<file path="config.mk">
export PLATFORM = sky130hd
export DESIGN_NAME = bus_copy_master
export DESIGN_NICKNAME = d
export VERILOG_FILES = /design/src/rtl/bus_copy_master.sv
export SDC_FILE = /design/constraint.sdc
export NUM_CORES = 1
export LEC_CHECK = 0
export ABC_AREA = 1
export BUFFER_PORTS_ARGS = -buffer_cell sky130_fd_sc_hd__buf_2
export CAP_MARGIN = 10
export CORE_UTILIZATION = 56
export DETAILED_ROUTE_END_ITERATION = 16
export PLACE_DENSITY_LB_ADDON = 0.12
export RECOVER_POWER = 25
export SYNTH_ARGS = -nofsm -noshare
export SYNTH_HDL_FRONTEND = slang
export SYNTH_SLANG_ARGS = --single-unit
</file>
<file path="constraint.sdc">
create_clock -name clk_i -period 2.1 [get_ports clk_i]
set_clock_uncertainty 0.05 [all_clocks]
set_input_delay 0.105 -clock clk_i [delete_from_list [all_inputs] [get_ports clk_i]]
set_output_delay 0.105 -clock clk_i [all_outputs]
set_load 0.02 [all_outputs]
</file>
<file path="src/rtl/bus_copy_master.sv">
// Word-copy DMA initiator: reads LEN words from SRC, writes each to DST over a
// req/ack/resp bus, aborting on read timeout or responder parity error.
module bus_copy_master #(
  parameter int LEN_W   = 16,
  parameter int TIMEOUT = 64
) (
  input  logic             clk_i,
  input  logic             rst_i,
  input  logic             start_i,
  input  logic [31:0]      src_addr_bi,
  input  logic [31:0]      dst_addr_bi,
  input  logic [LEN_W-1:0] len_bi,
  output logic             busy_o,
  output logic             done_o,
  output logic             err_o,
  output logic             bus_req_o,
  output logic             bus_we_o,
  output logic [31:0]      bus_addr_bo,
  output logic [3:0]       bus_be_bo,
  output logic [31:0]      bus_wdata_bo,
  input  logic             bus_ack_i,
  input  logic             bus_resp_i,
  input  logic [31:0]      bus_rdata_bi,
  input  logic             parity_err_i
);

  localparam int TW = (TIMEOUT > 2) ? $clog2(TIMEOUT) : 1;

  typedef enum logic [1:0] {IDLE, RD_REQ, RD_WAIT, WR_REQ} state_t;

  state_t           state_q;
  logic [31:0]      src_q, dst_q, src_d, dst_d;
  logic [LEN_W-1:0] rem_q;
  logic [TW-1:0]    tmo_q;
  logic             busy_q, done_q, err_q, req_q, we_q;
  logic [31:0]      addr_q, wdata_q;

  // Post-increment addresses; wrap modulo 2^32 is intentional
  always_comb begin
    src_d = src_q + 32'd4;
    dst_d = dst_q + 32'd4;
  end

  always_ff @(posedge clk_i) begin
    if (rst_i) begin
      state_q <= IDLE;
      src_q   <= '0;
      dst_q   <= '0;
      rem_q   <= '0;
      tmo_q   <= '0;
      busy_q  <= 1'b0;
      done_q  <= 1'b0;
      err_q   <= 1'b0;
      req_q   <= 1'b0;
      we_q    <= 1'b0;
      addr_q  <= '0;
      wdata_q <= '0;
    end else begin
      done_q <= 1'b0;
      err_q  <= 1'b0;
      case (state_q)
        IDLE: begin
          if (start_i) begin
            src_q <= src_addr_bi & ~32'h3;
            dst_q <= dst_addr_bi & ~32'h3;
            rem_q <= len_bi;
            if (len_bi == '0) begin
              done_q <= 1'b1;
            end else begin
              busy_q  <= 1'b1;
              req_q   <= 1'b1;
              we_q    <= 1'b0;
              addr_q  <= src_addr_bi & ~32'h3;
              state_q <= RD_REQ;
            end
          end
        end
        RD_REQ: begin
          if (bus_ack_i) begin
            req_q   <= 1'b0;
            tmo_q   <= '0;
            state_q <= RD_WAIT;
          end
        end
        RD_WAIT: begin
          if (bus_resp_i) begin
            if (parity_err_i) begin
              err_q   <= 1'b1;
              busy_q  <= 1'b0;
              state_q <= IDLE;
            end else begin
              wdata_q <= bus_rdata_bi;
              req_q   <= 1'b1;
              we_q    <= 1'b1;
              addr_q  <= dst_q;
              state_q <= WR_REQ;
            end
          end else if (tmo_q == TW'(TIMEOUT - 1)) begin
            err_q   <= 1'b1;
            busy_q  <= 1'b0;
            state_q <= IDLE;
          end else begin
            tmo_q <= tmo_q + 1'b1;
          end
        end
        WR_REQ: begin
          if (bus_ack_i) begin
            src_q <= src_d;
            dst_q <= dst_d;
            rem_q <= rem_q - 1'b1;
            we_q  <= 1'b0;
            if (rem_q == LEN_W'(1)) begin
              req_q   <= 1'b0;
              done_q  <= 1'b1;
              busy_q  <= 1'b0;
              state_q <= IDLE;
            end else begin
              req_q   <= 1'b1;
              addr_q  <= src_d;
              state_q <= RD_REQ;
            end
          end
        end
        default: state_q <= IDLE;
      endcase
    end
  end

  assign busy_o       = busy_q;
  assign done_o       = done_q;
  assign err_o        = err_q;
  assign bus_req_o    = req_q;
  assign bus_we_o     = we_q;
  assign bus_addr_bo  = addr_q;
  assign bus_be_bo    = 4'hf;
  assign bus_wdata_bo = wdata_q;

endmodule

</file>
==> impl_metrics.ini <==
[clock_network]
worstSkewPairLatency_ns = 0.44
htreeDepth = 4
numClockSinks = 152
cts_root_buffer = clkbuf_16
cts_tree = yes
path_clk_slew_ns = 0.06
clock_path_buffers = 2
cts_made_buffers = 17

[pwr]
finalPower_w = 0.0149
power_switching_w = 0.00679
power.share.clock = 0.206
p_sw_frac = 0.455
power.internal_w = 0.00813
peakVddDrop_uv = 725
powerDensity_nw_per_um2 = 1270
seq_power_share = 0.331
comb_power_share = 0.463
p_leak_nw = 4.90

[synth]
yosys-top-cells-area = dfxtp_1 (33%), nand2_1 (19%), nor2_1 (11%), a21oi_1 (8.2%), o21ai_0 (4.3%)
synth.top_cells.by_count = nand2_1 (452), nor2_1 (263), dfxtp_1 (152), a21oi_1 (150), inv_1 (102)
syn_area_per_cell_um2 = 6.09
yosys.area_share.simple = 0.371
yosysSeqAreaShare = 0.333
netlist.area_leader.share = 0.333
yosysMostFrequentCell = nand2_1
synth_edf_count = 0
synth_cell_types = 43
async_reset_ff_frac = 0
synth-compound-area-share = 0.191
syn_area_um2 = 9140
synth_xor_xnor_area_share = 0.00383
synth_top_family_by_area = simple AND/OR/NAND/NOR gates
ys_ff_latch = 152
synth.yosys.warnings = 0
synth_top_area_cell = dfxtp_1
muxShareOfSynthArea = 0
synth_flop_cell = dfxtp_1
synthAdderAreaFrac = 0.0151
synth_cells = 1500

[cells_and_area]
final_area_um2 = 11700
nFillCells = 1404
fin_nets = 1881
n_antenna_cell = 0
seq_area_um2 = 3040
syn2layout_area_growth_pct = 28.3
multi_input_comb_area_um2 = 5360
layout-drive-gt1-share = 0.135

[floorplanning]
num_rows = 46
io-pin-count = 191
coreArea_um2 = 15900
fp.dieArea_um2 = 16800
fp.dieH_um = 130
start_util = 0.575
fp.dieW_um = 130

[routing]
routed_wl_mm = 29.5
via_per_inst = 5.38
drc = 0
drt.antenna.violating_nets = 0
firstDrtPassIters = 6
drt_iter0_markers = 736
wire_per_inst_um = 14.9
vias = 10700

[global_routing]
grt_use_total = 0.355
grt_pass1_vias = 9942
grt_overflow = 0
antenna_found_initial = 0
grt_first_pass_wirelength_mm = 46.9
grt_max_degree = 76

[timing]
drv_slew = 0
period_needed_ns = 1.96
whs_ns = -0.000410
tns_ns = 0
fmax_mhz = 510
setup_viol = 0
worstMarginPinSlew_ns = 0.823
rsz0062_at_grt = no
hold_viol = 1
period_share = 0.935
timing.final.ws_setup_ns = 0.137
relSlewSlack = 0.452

[placed_design]
dpl_cell_area_um2 = 10300
gp_congestion = 0.950
port_buffers = 182
place_ws_ns = 0.0740
dpl.hpwl_mm = 19.8

[job]
cap_violations = 0

[min_path]
worstHoldPathType = in2reg

[critical_path]
worst_setup_path_start_kind = flip-flop
worstPathMaxFanout = 9
crit_type = reg2reg
end_kind = flip-flop
worstPathRequired_ns = 2.38
crit_arrival_ns = 2.24

[status]
violations = hold timing
status = finished with violations
repair_timing:
| action | CTS | global route |
|---|---|---|
| buffers inserted | 0 | 2 |
| resized for setup | 0 | 3 |
| endpoints found under the setup margin | 0 | 16 |
| hold endpoints to repair | 99 | 0 |
| hold buffers | 83 | 0 |
cell usage in the layout, fill, tap and decap left out, types with 5 or more instances in the layout:
cell           Yosys  routed
buf_2             28     128
a31oi_1            7       7
a22oi_1           20      20
buf_12             0       7
buf_4              9      32
dlygate4sd3_1      0      83
nand4_1            7       7
ha_1              11      10
nor2_4             5       6
nand2_1          452     452
inv_6              0       7
a21oi_1          150     149
nor3_1             8       8
inv_2              8       9
o21ai_0           79      79
o21bai_1          24      24
nor2_1           263     263
clkbuf_1          28      54
nor2_2            10       9
nand3_1           78      78
inv_1            102     101
o211ai_1           5       5
clkbuf_16          0      17
o21ai_1            6       6
dfxtp_1          152     152
kinds of logic (layout without fill, tap and decap cells):
group / Yosys count / count (layout)
DFF: 152 / 152
adders and majority gates: 11 / 11
and+or+nand+nor: 836 / 836
buffers and inverters: 185 / 447
other: 1 / 4
AOI/OAI and AO/OA: 311 / 311
xor gates and xnor gates: 4 / 4
power by group through the flow:
stage          clock network [W]  registers (W)  logic [W]
2_1_floorplan                  0        0.00505    0.00438
3_3_place_gp                   0        0.00492    0.00652
4_1_cts                  0.00311        0.00489    0.00680
5_1_grt                  0.00322        0.00506    0.00775
6_report                 0.00307        0.00495    0.00691
3_5_place_dp                   0        0.00493    0.00664
final cells by class:
class	instances	share of cell area
tap	216	0.0230
inverter	110	0.0352
timing repair buffer	305	0.176
clock inverter	15	0.0131
clock buffer	17	0.0363
multi-input combinational	1166	0.457
sequential	152	0.259
through the flow:
| stage | hold WS, ns | util | instances |
|---|---|---|---|
| final | -0.000410 | 0.738 | 1981 |
| after global routing | 0.0253 | 0.738 | 1981 |
| after CTS | 0.000298 | 0.740 | 1979 |
| after detailed placement | 0.308 | 0.651 | 1864 |
| after global placement | 0.303 | 0.651 | 1864 |
| after floorplan | 0.199 | - | 1503 |
final timing paths:
check,start,endpoint,slack [ns],cells after the start
worst max register to register,state_q[1],bus_addr_bo[21],0.14,11
worst min register to register,bus_addr_bo[1],bus_addr_bo[1],0.41,2
worst min-delay path,dst_addr_bi[30],dst_q[30],-0.0004,5
worst max-delay path,state_q[1],bus_addr_bo[21],0.14,11
state kept, by name, indices dropped and copies added (netlist names), 2 cells and up:
signal,count
bus_wdata_bo,32
bus_addr_bo,31
dst_q,30
src_q,30
rem_q,16
tmo_q,6
state_q,2
worst max-delay path, stage by stage (launching register included):
cell and delay, ns:
dfxtp_1 0.38, inv_1 0.07, ha_1 0.24, nand2_1 0.11, nand2_2 0.12, nor2_4 0.16, nand3_4 0.12, nor2_8 0.24
buf_12 0.16, nand2_1 0.06, nor2_1 0.11, nor2_1 0.05
layer usage:
layer / GRT usage / part of all wire / vias to the layer above
li1: - / - / 5344
met4: 0.162 / 0.038 / 0
met3: 0.0804 / 0.072 / 76
met1: 0.428 / 0.42 / 4797
met5: 0 / 0 / -
met2: 0.602 / 0.47 / 442
No activity file was read; power rests on OpenSTA's default activity.
